**src/rtl/csa_accumulator.sv**
```systemverilog
// Sequential multi-operand adder: one 3:2 carry-save compression per accepted
// operand, single carry-propagate resolve per group. Optional saturation: CSA_ACC_SAT_EN.

module csa_cell (
   input  logic s,
   input  logic c,
   input  logic x,
   output logic s_n,
   output logic c_n
);
   assign s_n = s ^ c ^ x;
   assign c_n = (s & c) | (s & x) | (c & x);
endmodule

module csa_accumulator #(
   parameter int WIDTH   = 32,
   parameter int MAX_OPS = 16
) (
   input  logic                        clk,
   input  logic                        rst_n,
   input  logic                        in_valid,
   output logic                        in_ready,
   input  logic [WIDTH-1:0]            in_data,
   input  logic                        in_last,
   output logic                        out_valid,
   input  logic                        out_ready,
   output logic [WIDTH-1:0]            out_sum,
   output logic                        out_of,
   output logic                        out_trunc,
   output logic [$clog2(MAX_OPS):0]    out_count
);
   localparam int G  = $clog2(MAX_OPS);
   localparam int IW = WIDTH + G;
   localparam int CW = G + 1;

   typedef enum logic [1:0] {ACC, RESOLVE, OUT} state_t;

   state_t          state, state_nxt;
   logic [IW-1:0]   s_reg, c_reg;
   logic [IW-1:0]   x_ext, c_sh, s_nxt, c_nxt, total;
   logic [CW-1:0]   cnt, cnt_inc;
   logic            trunc_reg;
   logic            accept, hit_max, ovf;
   logic [WIDTH-1:0] res;

   assign x_ext   = {{G{in_data[WIDTH-1]}}, in_data};
   assign c_sh    = {c_reg[IW-2:0], 1'b0};
   assign accept  = in_valid & in_ready;
   assign cnt_inc = cnt + CW'(1);
   assign hit_max = (cnt_inc == CW'(MAX_OPS));

   genvar i;
   generate
      for (i = 0; i < IW; i++) begin : g_csa
         csa_cell u_cell (
            .s   (s_reg[i]),
            .c   (c_sh[i]),
            .x   (x_ext[i]),
            .s_n (s_nxt[i]),
            .c_n (c_nxt[i])
         );
      end
   endgenerate

   // The guard bits plus the WIDTH sign bit must all agree for the total to fit.
   assign total = s_reg + c_sh;
   assign ovf   = ~((&total[IW-1:WIDTH-1]) | ~(|total[IW-1:WIDTH-1]));

`ifdef CSA_ACC_SAT_EN
   always_comb begin
      res = total[WIDTH-1:0];
      if (ovf) res = total[IW-1] ? {1'b1, {(WIDTH-1){1'b0}}} : {1'b0, {(WIDTH-1){1'b1}}};
   end
`else
   assign res = total[WIDTH-1:0];
`endif

   assign in_ready = (state == ACC);

   always_ff @(posedge clk or negedge rst_n) begin
      if (!rst_n) state <= ACC;
      else        state <= state_nxt;
   end

   always_comb begin
      state_nxt = state;
      case (state)
         ACC:     if (accept && (in_last || hit_max)) state_nxt = RESOLVE;
         RESOLVE: state_nxt = OUT;
         OUT:     if (out_ready) state_nxt = ACC;
         default: state_nxt = ACC;
      endcase
   end

   always_ff @(posedge clk or negedge rst_n) begin
      if (!rst_n) begin
         s_reg     <= '0;
         c_reg     <= '0;
         cnt       <= '0;
         trunc_reg <= 1'b0;
         out_valid <= 1'b0;
         out_sum   <= '0;
         out_of    <= 1'b0;
         out_trunc <= 1'b0;
         out_count <= '0;
      end else begin
         case (state)
            ACC: if (accept) begin
               s_reg <= s_nxt;
               c_reg <= c_nxt;
               cnt   <= cnt_inc;
               if (hit_max) trunc_reg <= ~in_last;
            end
            RESOLVE: begin
               out_valid <= 1'b1;
               out_sum   <= res;
               out_of    <= ovf;
               out_trunc <= trunc_reg;
               out_count <= cnt;
            end
            OUT: if (out_ready) begin
               out_valid <= 1'b0;
               s_reg     <= '0;
               c_reg     <= '0;
               cnt       <= '0;
               trunc_reg <= 1'b0;
            end
            default: ;
         endcase
      end
   end
endmodule
```
**config.mk**
```make
export PLATFORM = sky130hd
export DESIGN_NAME = csa_accumulator
export DESIGN_NICKNAME = d
export VERILOG_FILES = /design/src/rtl/csa_accumulator.sv
export SDC_FILE = /design/constraint.sdc
export NUM_CORES = 1
export LEC_CHECK = 0
export BUFFER_PORTS_ARGS = -buffer_cell sky130_fd_sc_hd__buf_2
export CAP_MARGIN = 20
export CORE_MARGIN = 10
export CORE_UTILIZATION = 50
export DETAILED_ROUTE_END_ITERATION = 6
export PLACE_DENSITY = 0.7
export SLEW_MARGIN = 20
export SYNTH_ARGS = -nofsm -noshare
export SYNTH_HDL_FRONTEND = slang
export SYNTH_HIERARCHICAL = 1
export SYNTH_SLANG_ARGS = --single-unit
export TNS_END_PERCENT = 50
```
**constraint.sdc**
```tcl
create_clock -name clk -period 3.05 [get_ports clk]
set_input_delay 0.305 -clock clk [delete_from_list [all_inputs] [get_ports clk]]
set_output_delay 0.305 -clock clk [all_outputs]
set_load 0.005 [all_outputs]
```
==> impl_metrics.env <==
export IMPL_io_buffer_count=77
export IMPL_slowest_stage="dfrtp_1"
export IMPL_setup_tns_ns=0
export IMPL_endpoint_kind="flop"
export IMPL_synthToLayoutAreaGrowth_pct=17.27
export IMPL_violations="design-rule violations"
export IMPL_p_leak_nw=3.972
export IMPL_syn_area_mm2=0.006985
export IMPL_wl_per_cell_um=17.30
export IMPL_largest_register_ffs=36
export IMPL_async_flop_share_pct=100.0
export IMPL_power_density_mw_per_mm2=1162
export IMPL_grt_max_degree=61
export IMPL_ctsResizeCount=0
export IMPL_rows=43
export IMPL_synthesis_nets=760
export IMPL_rr_endpoint="out_of"
export IMPL_grt_pass1_vias=5434
export IMPL_synth_distinct_cells=58
export IMPL_critPathLaunchType="flop"
export IMPL_via_per_inst=5.721
export IMPL_worstMarginPinSlew_ns=0.7879
export IMPL_die_area_mm2=0.01910
export IMPL_diodes=0
export IMPL_rrSetupSlack_ns=0.19
export IMPL_routed_wl_um=15830
export IMPL_antenna_left=0
export IMPL_min_period_over_period_pct=93.80
export IMPL_place_congestion=0.8864
export IMPL_vias=5235
export IMPL_cts_root_buf="clkbuf_16"
export IMPL_drt_drc_violations_left=4
export IMPL_die_w_um=138.2
export IMPL_layout_drive_gt1_share_pct=18.50
export IMPL_post_cts_buffers=0
export IMPL_drtIter0Drc=424
export IMPL_synth_ff_type="dfrtp_1"
export IMPL_start_util_pct=50.72
export IMPL_hp_class="in2reg"
export IMPL_max_freq_mhz=349.5
export IMPL_design_core_area_mm2=0.01377
export IMPL_clkLatencyLatePin_ns=0.42
export IMPL_drv_cap=0
export IMPL_crit_fanout=4
export IMPL_synth_edf_count=0
export IMPL_crit_required_ns=3.35
export IMPL_antenna_found_initial=0
export IMPL_synthCells=651
export IMPL_slowest_delay_ns=0.39
export IMPL_synth_seq_cells=119
export IMPL_clk_pin_slew_ns=0.06
export IMPL_grt_pass1_wl_um=27520
export IMPL_crit_type="reg2reg"
export IMPL_fin_skew_ns=0.01244
export IMPL_drt_pass1_iter_count=7
export IMPL_cts_buffer_depth=2
export IMPL_cts_htree_levels=4
export IMPL_min_period_ns=2.861
export IMPL_setup_violations=0
export IMPL_peakVddDrop_v=0.0005561
export IMPL_grt_usage_pct=17.18
export IMPL_final_util_pct=59.47
export IMPL_syn_area_per_cell_um2=10.73
export IMPL_rr_worst_depth=13
export IMPL_whs_path_depth=3
export IMPL_hold_path_end="state[0]"
export IMPL_cts_tree="done"
export IMPL_overflow=0
export IMPL_layout_common_cells="dfrtp_1 (119), nand2_1 (84), buf_2 (76)"
export IMPL_slew_limit_headroom_pct=47.48
export IMPL_hold_violations=0
export IMPL_yosysSeqAreaShare_pct=42.63
export IMPL_slew_violations=0
export IMPL_die_y_um=138.2
export IMPL_layout_commonest_cell="dfrtp_1"
export IMPL_finalNetCount=831
export IMPL_status="finished, violations left"
export IMPL_worstReg2RegStart="s_reg[1]"
export IMPL_rsz0062_at_grt="no"
export IMPL_yosysWarnings=6
export IMPL_crit_arrival_ns=3.17
export IMPL_cts_sinks=119
export IMPL_io_pins=78
export IMPL_cts_buffers=17
export IMPL_post_dp_hpwl_um=11560
export IMPL_min_delay_start="in_last"
export IMPL_path_cells="ha_1 -> inv_1 -> fa_1 -> nand2b_1 -> a21oi_2 -> o211ai_2 -> nand3b_4 -> a31oi_2 -> o21ai_2 -> xnor2_1 -> nand4_1 -> o32ai_1 -> nor2_1"
[power by group]
group | switching [W] | internal, W | total (W) | leakage [nW]
clock | 0.000706 | 0.00149 | 0.00220 | 0.326
combinational | 0.00237 | 0.00197 | 0.00434 | 2.13
sequential | 0.000714 | 0.00227 | 0.00298 | 1.51
[stage by stage]
stage	hold WS (ns)	instance area (um^2)	instances	setup slack (ns)	total power [W]
6_report	0.1640	8192	915	0.1891	0.009517
5_1_grt	0.1767	8192	915	0.01813	0.01036
4_1_cts	0.1441	8192	915	0.2029	0.009585
3_5_place_dp	0.4354	7530	882	0.2068	0.007325
3_3_place_gp	0.4262	7530	882	0.3006	0.007153
2_1_floorplan	0.009409	6985	651	0.4799	0.006126
[cells in the mapped netlist, types with 2 or more instances]
cell type	instances	area, um^2
buf_1	7	26.28
nor4_1	3	18.77
o21ai_2	2	17.52
a21o_1	12	90.09
o21bai_1	7	52.55
xor2_1	14	122.6
a21oi_1	42	210.2
nand2_1	85	319.1
a21boi_0	4	30.03
o21ai_1	11	55.05
buf_2	2	10.01
inv_1	13	48.80
o21ai_0	47	235.2
o211ai_2	2	25.02
and3_1	7	43.79
ha_1	35	437.9
nand2b_1	7	43.79
and4_1	2	17.52
nor2b_1	3	18.77
a22o_1	74	648.1
nand4_1	7	43.79
a21oi_2	2	17.52
nand3_1	8	40.04
buf_6	2	22.52
nor2_1	17	63.81
o21a_1	2	15.01
clkbuf_1	19	71.32
a211oi_1	2	15.01
or2b_2	2	17.52
xnor2_1	20	175.2
dfrtp_1	119	2978
a31oi_1	3	18.77
nor3_2	2	20.02
nor3_1	7	35.03
fa_1	37	740.7
[cell type report]
type	count	area (um^2)
clock buffers	24	511.7
multi-input cells	486	3812
fillers	1165	5582
repair buffers	85	475.5
clock inverters	8	140.1
flip-flops and latches	119	2978
inverters	13	48.80
well taps	180	225.2
[worst max-delay path, delay by kind of cell, from the launching register on]
family                   cells  cell delay (ns)
adder cells (fa/ha/maj)      2             0.59
AND/OR/NAND/NOR              4             0.54
buffers and inverters        1             0.06
AO/OA/AOI/OAI                5             0.97
XOR/XNOR                     1             0.21
flip-flops                   1             0.39
[how the worst max path moves through the flow]
stage	from	end	slack, ns	cells past startpoint
finish	s_reg[1]	out_of	0.19	13
CTS	c_reg[0]	out_of	0.20	13
global route	c_reg[0]	out_of	0.02	13
detailed placement	c_reg[0]	out_of	0.21	13
global placement	c_reg[0]	out_of	0.30	13
floorplan	c_reg[0]	out_of	0.48	13
[cells by family after synthesis]
logic type	after synthesis	synth area share, %
compound gates	220	22.14
simple gates	158	10.94
flops	119	42.63
fa+ha+maj	72	16.87
buf+inv	46	2.938
xor+xnor	34	4.263
other cells	1	0.05368
mux	1	0.1612
[timing repair]
item,in CTS,in global routing
hold endpoints to repair,45,0
setup endpoints to repair,0,1
hold buffers,1,0
[layer usage]
| layer | track usage [%] | vias to the layer above | share of wire (%) | wire [um] |
|---|---|---|---|---|
| met4 | 7.159 | 0 | 2.2 | 345 |
| met1 | 22.90 | 2583 | 47 | 7461 |
| li1 | - | 2491 | - | - |
| met5 | 0 | - | 0 | 0 |
| met3 | 4.075 | 26 | 4.3 | 680 |
| met2 | 26.26 | 135 | 46 | 7342 |
No activity file was read; power rests on OpenSTA's default activity.
